**config.mk**
```make
export PLATFORM = sky130hd
export DESIGN_NAME = seq_multiplier_flat
export DESIGN_NICKNAME = d
export VERILOG_FILES = /design/src/rtl/seq_multiplier_if.sv /design/src/rtl/seq_multiplier.sv /design/src/flat_wrapper.sv
export SDC_FILE = /design/constraint.sdc
export NUM_CORES = 1
export LEC_CHECK = 0
export CORE_MARGIN = 2
export CORE_UTILIZATION = 51
export CTS_CLUSTER_DIAMETER = 150
export CTS_CLUSTER_SIZE = 12
export DETAILED_ROUTE_END_ITERATION = 10
export PLACE_DENSITY_LB_ADDON = 0.3
export RECOVER_POWER = 25
export SYNTH_ARGS = -nofsm -noshare
export SYNTH_HDL_FRONTEND = slang
export SYNTH_SLANG_ARGS = --single-unit
```
**constraint.sdc**
```tcl
create_clock -name clk -period 2.6 [get_ports clk]
set_input_delay 0.52 -clock clk [delete_from_list [all_inputs] [get_ports clk]]
set_output_delay 0.52 -clock clk [all_outputs]
set_load 0.02 [all_outputs]
```
**src/rtl/seq_multiplier_if.sv**
```systemverilog
// Start/busy/done handshake and operand/product bus for seq_multiplier.
// The master issues requests; the slave (the multiplier) returns status and product.
interface seq_multiplier_if #(
  parameter int unsigned WIDTH = 8
);
  logic               start;
  logic [WIDTH-1:0]   a;
  logic [WIDTH-1:0]   b;
  logic               busy;
  logic               done;
  logic [2*WIDTH-1:0] prod;

  modport master (
    output start, a, b,
    input  busy, done, prod
  );

  modport slave (
    input  start, a, b,
    output busy, done, prod
  );
endinterface

```
**src/rtl/seq_multiplier.sv**
```systemverilog
// Sequential shift-and-add multiplier: WIDTH x WIDTH product over WIDTH cycles.
// Signed mode multiplies magnitudes and applies the sign to the final product.
module seq_multiplier #(
  parameter int unsigned WIDTH  = 8,
  parameter int unsigned SIGNED = 0
) (
  input logic             clk,
  input logic             rst_n,
  seq_multiplier_if.slave bus
);

  localparam int unsigned CW = (WIDTH > 1) ? $clog2(WIDTH) : 1;
  localparam logic [CW-1:0] LastCnt = CW'(WIDTH - 1);

  localparam logic [1:0] IDLE = 2'd0;
  localparam logic [1:0] RUN  = 2'd1;
  localparam logic [1:0] DONE = 2'd2;

  logic [1:0]         state_q, state_d;
  logic [WIDTH-1:0]   mcand_q, mcand_d;
  logic [WIDTH-1:0]   mplier_q, mplier_d;
  logic [2*WIDTH-1:0] acc_q, acc_d;
  logic [CW-1:0]      cnt_q, cnt_d;
  logic               neg_q, neg_d;
  logic               busy_q, busy_d;
  logic               done_q, done_d;
  logic [2*WIDTH-1:0] prod_q, prod_d;

  logic               a_neg, b_neg;
  logic [WIDTH-1:0]   a_mag, b_mag;
  logic [2*WIDTH-1:0] addend, acc_sum;

  // Magnitude of the most negative value still fits in WIDTH unsigned bits.
  always_comb begin
    a_neg = (SIGNED != 0) && bus.a[WIDTH-1];
    b_neg = (SIGNED != 0) && bus.b[WIDTH-1];
    a_mag = a_neg ? -bus.a : bus.a;
    b_mag = b_neg ? -bus.b : bus.b;
  end

  always_comb begin
    addend  = mplier_q[0] ? ({{WIDTH{1'b0}}, mcand_q} << cnt_q) : '0;
    acc_sum = acc_q + addend;
  end

  always_comb begin
    state_d  = state_q;
    mcand_d  = mcand_q;
    mplier_d = mplier_q;
    acc_d    = acc_q;
    cnt_d    = cnt_q;
    neg_d    = neg_q;
    busy_d   = busy_q;
    done_d   = 1'b0;
    prod_d   = prod_q;

    case (state_q)
      RUN: begin
        acc_d    = acc_sum;
        mplier_d = mplier_q >> 1;
        cnt_d    = cnt_q + CW'(1);
        if (cnt_q == LastCnt) begin
          prod_d  = neg_q ? -acc_sum : acc_sum;
          done_d  = 1'b1;
          busy_d  = 1'b0;
          state_d = DONE;
        end
      end
      default: begin
        // IDLE and DONE accept a new request identically.
        if (bus.start) begin
          mcand_d  = a_mag;
          mplier_d = b_mag;
          neg_d    = a_neg ^ b_neg;
          acc_d    = '0;
          cnt_d    = '0;
          busy_d   = 1'b1;
          state_d  = RUN;
        end else begin
          state_d  = IDLE;
        end
      end
    endcase
  end

  always_ff @(posedge clk or negedge rst_n) begin
    if (!rst_n) begin
      state_q  <= IDLE;
      mcand_q  <= '0;
      mplier_q <= '0;
      acc_q    <= '0;
      cnt_q    <= '0;
      neg_q    <= 1'b0;
      busy_q   <= 1'b0;
      done_q   <= 1'b0;
      prod_q   <= '0;
    end else begin
      state_q  <= state_d;
      mcand_q  <= mcand_d;
      mplier_q <= mplier_d;
      acc_q    <= acc_d;
      cnt_q    <= cnt_d;
      neg_q    <= neg_d;
      busy_q   <= busy_d;
      done_q   <= done_d;
      prod_q   <= prod_d;
    end
  end

  assign bus.busy = busy_q;
  assign bus.done = done_q;
  assign bus.prod = prod_q;

endmodule
```
**src/flat_wrapper.sv**
```systemverilog
// flat-port wrapper written by rule: the top's interface ports become plain ports
module seq_multiplier_flat 
#(
  parameter int unsigned WIDTH  = 8,
  parameter int unsigned SIGNED = 0
)
  (clk, rst_n, bus_start, bus_a, bus_b, bus_busy, bus_done, bus_prod);
  seq_multiplier_if #(.WIDTH(WIDTH)) bus_i ();
  input logic clk;
  input logic rst_n;
  input wire logic [$bits(bus_i.start)-1:0] bus_start;
  input wire logic [$bits(bus_i.a)-1:0] bus_a;
  input wire logic [$bits(bus_i.b)-1:0] bus_b;
  output wire logic [$bits(bus_i.busy)-1:0] bus_busy;
  output wire logic [$bits(bus_i.done)-1:0] bus_done;
  output wire logic [$bits(bus_i.prod)-1:0] bus_prod;
  assign bus_i.start = bus_start;
  assign bus_i.a = bus_a;
  assign bus_i.b = bus_b;
  assign bus_busy = bus_i.busy;
  assign bus_done = bus_i.done;
  assign bus_prod = bus_i.prod;
  seq_multiplier #(.WIDTH(WIDTH), .SIGNED(SIGNED)) u_core (.clk(clk), .rst_n(rst_n), .bus(bus_i));
endmodule
```
==> results.sh <==
export IMPL_status="finished, violations left"
export IMPL_violations="capacitance limit, slew limit, setup timing"
export IMPL_remaining_drc_errors=0
export IMPL_post_synth_xor_area_fraction_pct=2.94
export IMPL_cts_buffer_depth=2
export IMPL_core_rowCount=29
export IMPL_route_antenna_remaining_nets=0
export IMPL_yosysMostFrequentCell="sky130_fd_sc_hd__dfrtp_1"
export IMPL_combinational_family_with_the_most_area_after_synthesis="simple AND/OR/NAND/NOR gates"
export IMPL_dr_first_iter_drc_count=230
export IMPL_holdCritPathClass="flop to flop"
export IMPL_num_antenna_cells=0
export IMPL_cts_reportedPaths_clkPinSlew_ns=0.11
export IMPL_via_count=3053
export IMPL_worst_skew_pair_late_latency_ns=0.32
export IMPL_finalCriticalPeriod_ns=2.93
export IMPL_grt_setup_unrepaired="yes"
export IMPL_worst_r2r_path_depth=14
export IMPL_synth_seq_area_share_pct=42.0
export IMPL_number_of_buffers_inserted_during_clock_tree_synthesis=5
export IMPL_vias_per_cell=5.79
export IMPL_htree_num_levels=2
export IMPL_dpl_cell_count=498
export IMPL_report_power_total_mw=6.14
export IMPL_setup_ws_ns=-0.334
export IMPL_timing_max_transition_violations_final=39
export IMPL_synthesis_area_per_instance_um2=9.25
export IMPL_cts_hold_buf=0
export IMPL_port_buffers=36
export IMPL_synth_cell_type_count=49
export IMPL_die_h_um=84.1
export IMPL_first_pass_grt_wire_length_mm=15.3
export IMPL_place_hpwl_mm=5.93
export IMPL_synth_top_flop_cell="sky130_fd_sc_hd__dfrtp_1"
export IMPL_synth_commonest_cells="55 x sky130_fd_sc_hd__dfrtp_1, 45 x sky130_fd_sc_hd__nand2_1, 30 x sky130_fd_sc_hd__o21ai_0"
export IMPL_hold_depth=2
export IMPL_post_route_period_util_pct=113
export IMPL_start_kind="flop"
export IMPL_powerDensity_nw_per_um2=1280
export IMPL_gp_routability_congestion=0.886
export IMPL_dp_slack_ns=-0.254
export IMPL_synth_mux_area_share_pct=9.32
export IMPL_compound_gate_fraction_of_synth_area_pct=16.1
export IMPL_timing_clock_skew_ns=0.00929
export IMPL_final_setup_tns_ns=-4.47
export IMPL_ys_warn_count=0
export IMPL_floorplan_die_area_um2=7080
export IMPL_synth_seq_cells=55
export IMPL_coreArea_um2=6280
export IMPL_synthesis_area_um2=3270
export IMPL_cell_taking_the_most_area_after_synthesis="sky130_fd_sc_hd__dfrtp_1"
export IMPL_synthAdderAreaFrac_pct=7.11
export IMPL_cp_max_fo=4
export IMPL_drv_cap=1
export IMPL_final_nets=486
export IMPL_die_w_um=84.1
export IMPL_routed_wire_length_per_instance_um=18.6
export IMPL_layout_cells_non_filler=527
export IMPL_synth_simple_area_share_pct=17.9
export IMPL_synth_top_area_share_pct=42.0
export IMPL_start_util_pct=52.2
export IMPL_first_global_vias=3132
export IMPL_yosys_top_cells_area="sky130_fd_sc_hd__dfrtp_1 42%, sky130_fd_sc_hd__ha_1 6.5%, sky130_fd_sc_hd__mux2i_1 5.2%, sky130_fd_sc_hd__nand2_1 5.2%, sky130_fd_sc_hd__o21ai_0 4.6%"
export IMPL_synth_enable_flop_cells=0
export IMPL_ys_async_sr_fraction_pct=100
export IMPL_drt_pass1_iter_count=5
export IMPL_globalRouteTotalUtil_pct=27.0
export IMPL_grt_max_degree=39
export IMPL_fin_area_um2=4810
export IMPL_cp_class="flop to flop"
export IMPL_total_leakage_power_nw=2.11
export IMPL_grt_overflow_total=0
export IMPL_proportion_of_layout_cells_with_a_drive_suffix_above_1_pct=36.0
export IMPL_timing_critical_path_to_type="flop"
export IMPL_initial_antenna_violation_count=0
export IMPL_clk_root_buffer_cell="sky130_fd_sc_hd__clkbuf_8"
export IMPL_timing_hold_ws_ns=0.486
export IMPL_crit_arrival_ns=3.19
export IMPL_dpl_cell_area_um2=4070
export IMPL_relSlewSlack_pct=-43.3
export IMPL_tightest_slew_ns=2.15
export IMPL_syn_nets=391
export IMPL_ios=37
export IMPL_cp_required_ns=2.86
export IMPL_wl_mm=9.80
export IMPL_tritoncts_clock_tree="yes"
export IMPL_netlist_instances=354
export IMPL_setup_viol=20
export IMPL_n_fill_cell=400
export IMPL_hold_violations_final=0
export IMPL_cts_sinks=55
export IMPL_vdd_drop_max_mv=0.780
export IMPL_clock_fmax_ghz=0.341
export IMPL_area_growth_syn_to_layout_pct=47.0
export IMPL_final_core_occ_pct=76.7
per-layer routing:
layer  track usage [%]  part of all wire [%]
met4              10.4                   2.4
met5                 0                     0
met2              46.2                    50
met3              5.04                   5.2
met1              33.7                    42
cell families (layout without fill, tap and decap cells):
family | after synthesis | in the layout
AND/OR/NAND/NOR | 122 | 122
AO/OA/AOI/OAI | 85 | 85
flip-flops | 55 | 55
buffers and inverters | 34 | 130
multiplexers | 29 | 29
adder cells (fa/ha/maj) | 18 | 18
XOR/XNOR | 11 | 11
cell type report:
class                   instances  area [um2]  area share [%]
multi-input cells             265        2200            45.6
flip-flops and latches         55        1380            28.6
repair buffers                110         962            20.0
well taps                      77        96.3            2.00
clock buffers                   5        68.8            1.43
clock inverters                 3        67.6            1.40
inverters                      12        45.0           0.936
worst max-delay path, cell delays in order (launching register included):
cell and delay [ns]:
sky130_fd_sc_hd__dfrtp_1 0.42, sky130_fd_sc_hd__buf_6 0.18, sky130_fd_sc_hd__mux2i_4 0.27, sky130_fd_sc_hd__nor2_1 0.07, sky130_fd_sc_hd__a31oi_1 0.25, sky130_fd_sc_hd__nand2_1 0.10
sky130_fd_sc_hd__o211a_1 0.17, sky130_fd_sc_hd__ha_4 0.30, sky130_fd_sc_hd__and3_4 0.19, sky130_fd_sc_hd__buf_4 0.11, sky130_fd_sc_hd__nand2_4 0.05, sky130_fd_sc_hd__a21oi_4 0.19
sky130_fd_sc_hd__o21ai_2 0.10, sky130_fd_sc_hd__or3_1 0.37, sky130_fd_sc_hd__nand3_1 0.07
flip-flops by register name, summed over array words and instances (netlist names):
register,cells
u_core.bus.busy,1
u_core.state_q,2
u_core.bus.prod,16
u_core.cnt_q,3
u_core.acc_q,16
u_core.bus.done,1
u_core.mcand_q,8
u_core.mplier_q,8
report_power, final:
group / internal [mW] / switching, mW
clock: 0.384 / 0.313
combinational: 1.98 / 1.95
sequential: 1.21 / 0.307
total: 3.57 / 2.57
layout by cell type, fill, tap and decap left out, types with 5 or more instances in the layout:
cell and instances:
sky130_fd_sc_hd__buf_4 61, sky130_fd_sc_hd__dfrtp_1 55, sky130_fd_sc_hd__nand2_1 41, sky130_fd_sc_hd__clkdlybuf4s50_1 35, sky130_fd_sc_hd__nand3_1 21, sky130_fd_sc_hd__o21ai_0 19, sky130_fd_sc_hd__o21ai_1 16, sky130_fd_sc_hd__nor2_1 15
sky130_fd_sc_hd__buf_6 12, sky130_fd_sc_hd__mux2_2 11, sky130_fd_sc_hd__mux2i_1 11, sky130_fd_sc_hd__ha_1 11, sky130_fd_sc_hd__inv_1 9, sky130_fd_sc_hd__a21oi_2 7, sky130_fd_sc_hd__a21oi_1 6, sky130_fd_sc_hd__a21oi_4 6
sky130_fd_sc_hd__and2_4 5, sky130_fd_sc_hd__ha_4 5, sky130_fd_sc_hd__clkbuf_8 5
final timing paths:
path	startpoint	endpoint	slack, ns
max in group asynchronous	rst_n	u_core.state_q[0]$_DFFE_PN0P_	0.56
setup / recovery	u_core.cnt_q[1]$_DFFE_PN0P_	u_core.bus.prod[11]$_DFFE_PN0P_	-0.33
hold / removal	u_core.bus.prod[4]$_DFFE_PN0P_	u_core.bus.prod[4]$_DFFE_PN0P_	0.49
hold reg to reg	u_core.bus.prod[4]$_DFFE_PN0P_	u_core.bus.prod[4]$_DFFE_PN0P_	0.49
min in group asynchronous	rst_n	u_core.bus.prod[7]$_DFFE_PN0P_	0.81
setup reg to reg	u_core.cnt_q[1]$_DFFE_PN0P_	u_core.bus.prod[11]$_DFFE_PN0P_	-0.33
repair_timing:
action	4_1_cts	5_1_grt
gates cloned	0	0
gates resized for setup	69	30
hold endpoints to repair	0	0
pin swaps	44	35
setup buffers	14	7
setup endpoints to repair	20	20
No activity file was read; power rests on OpenSTA's default activity.
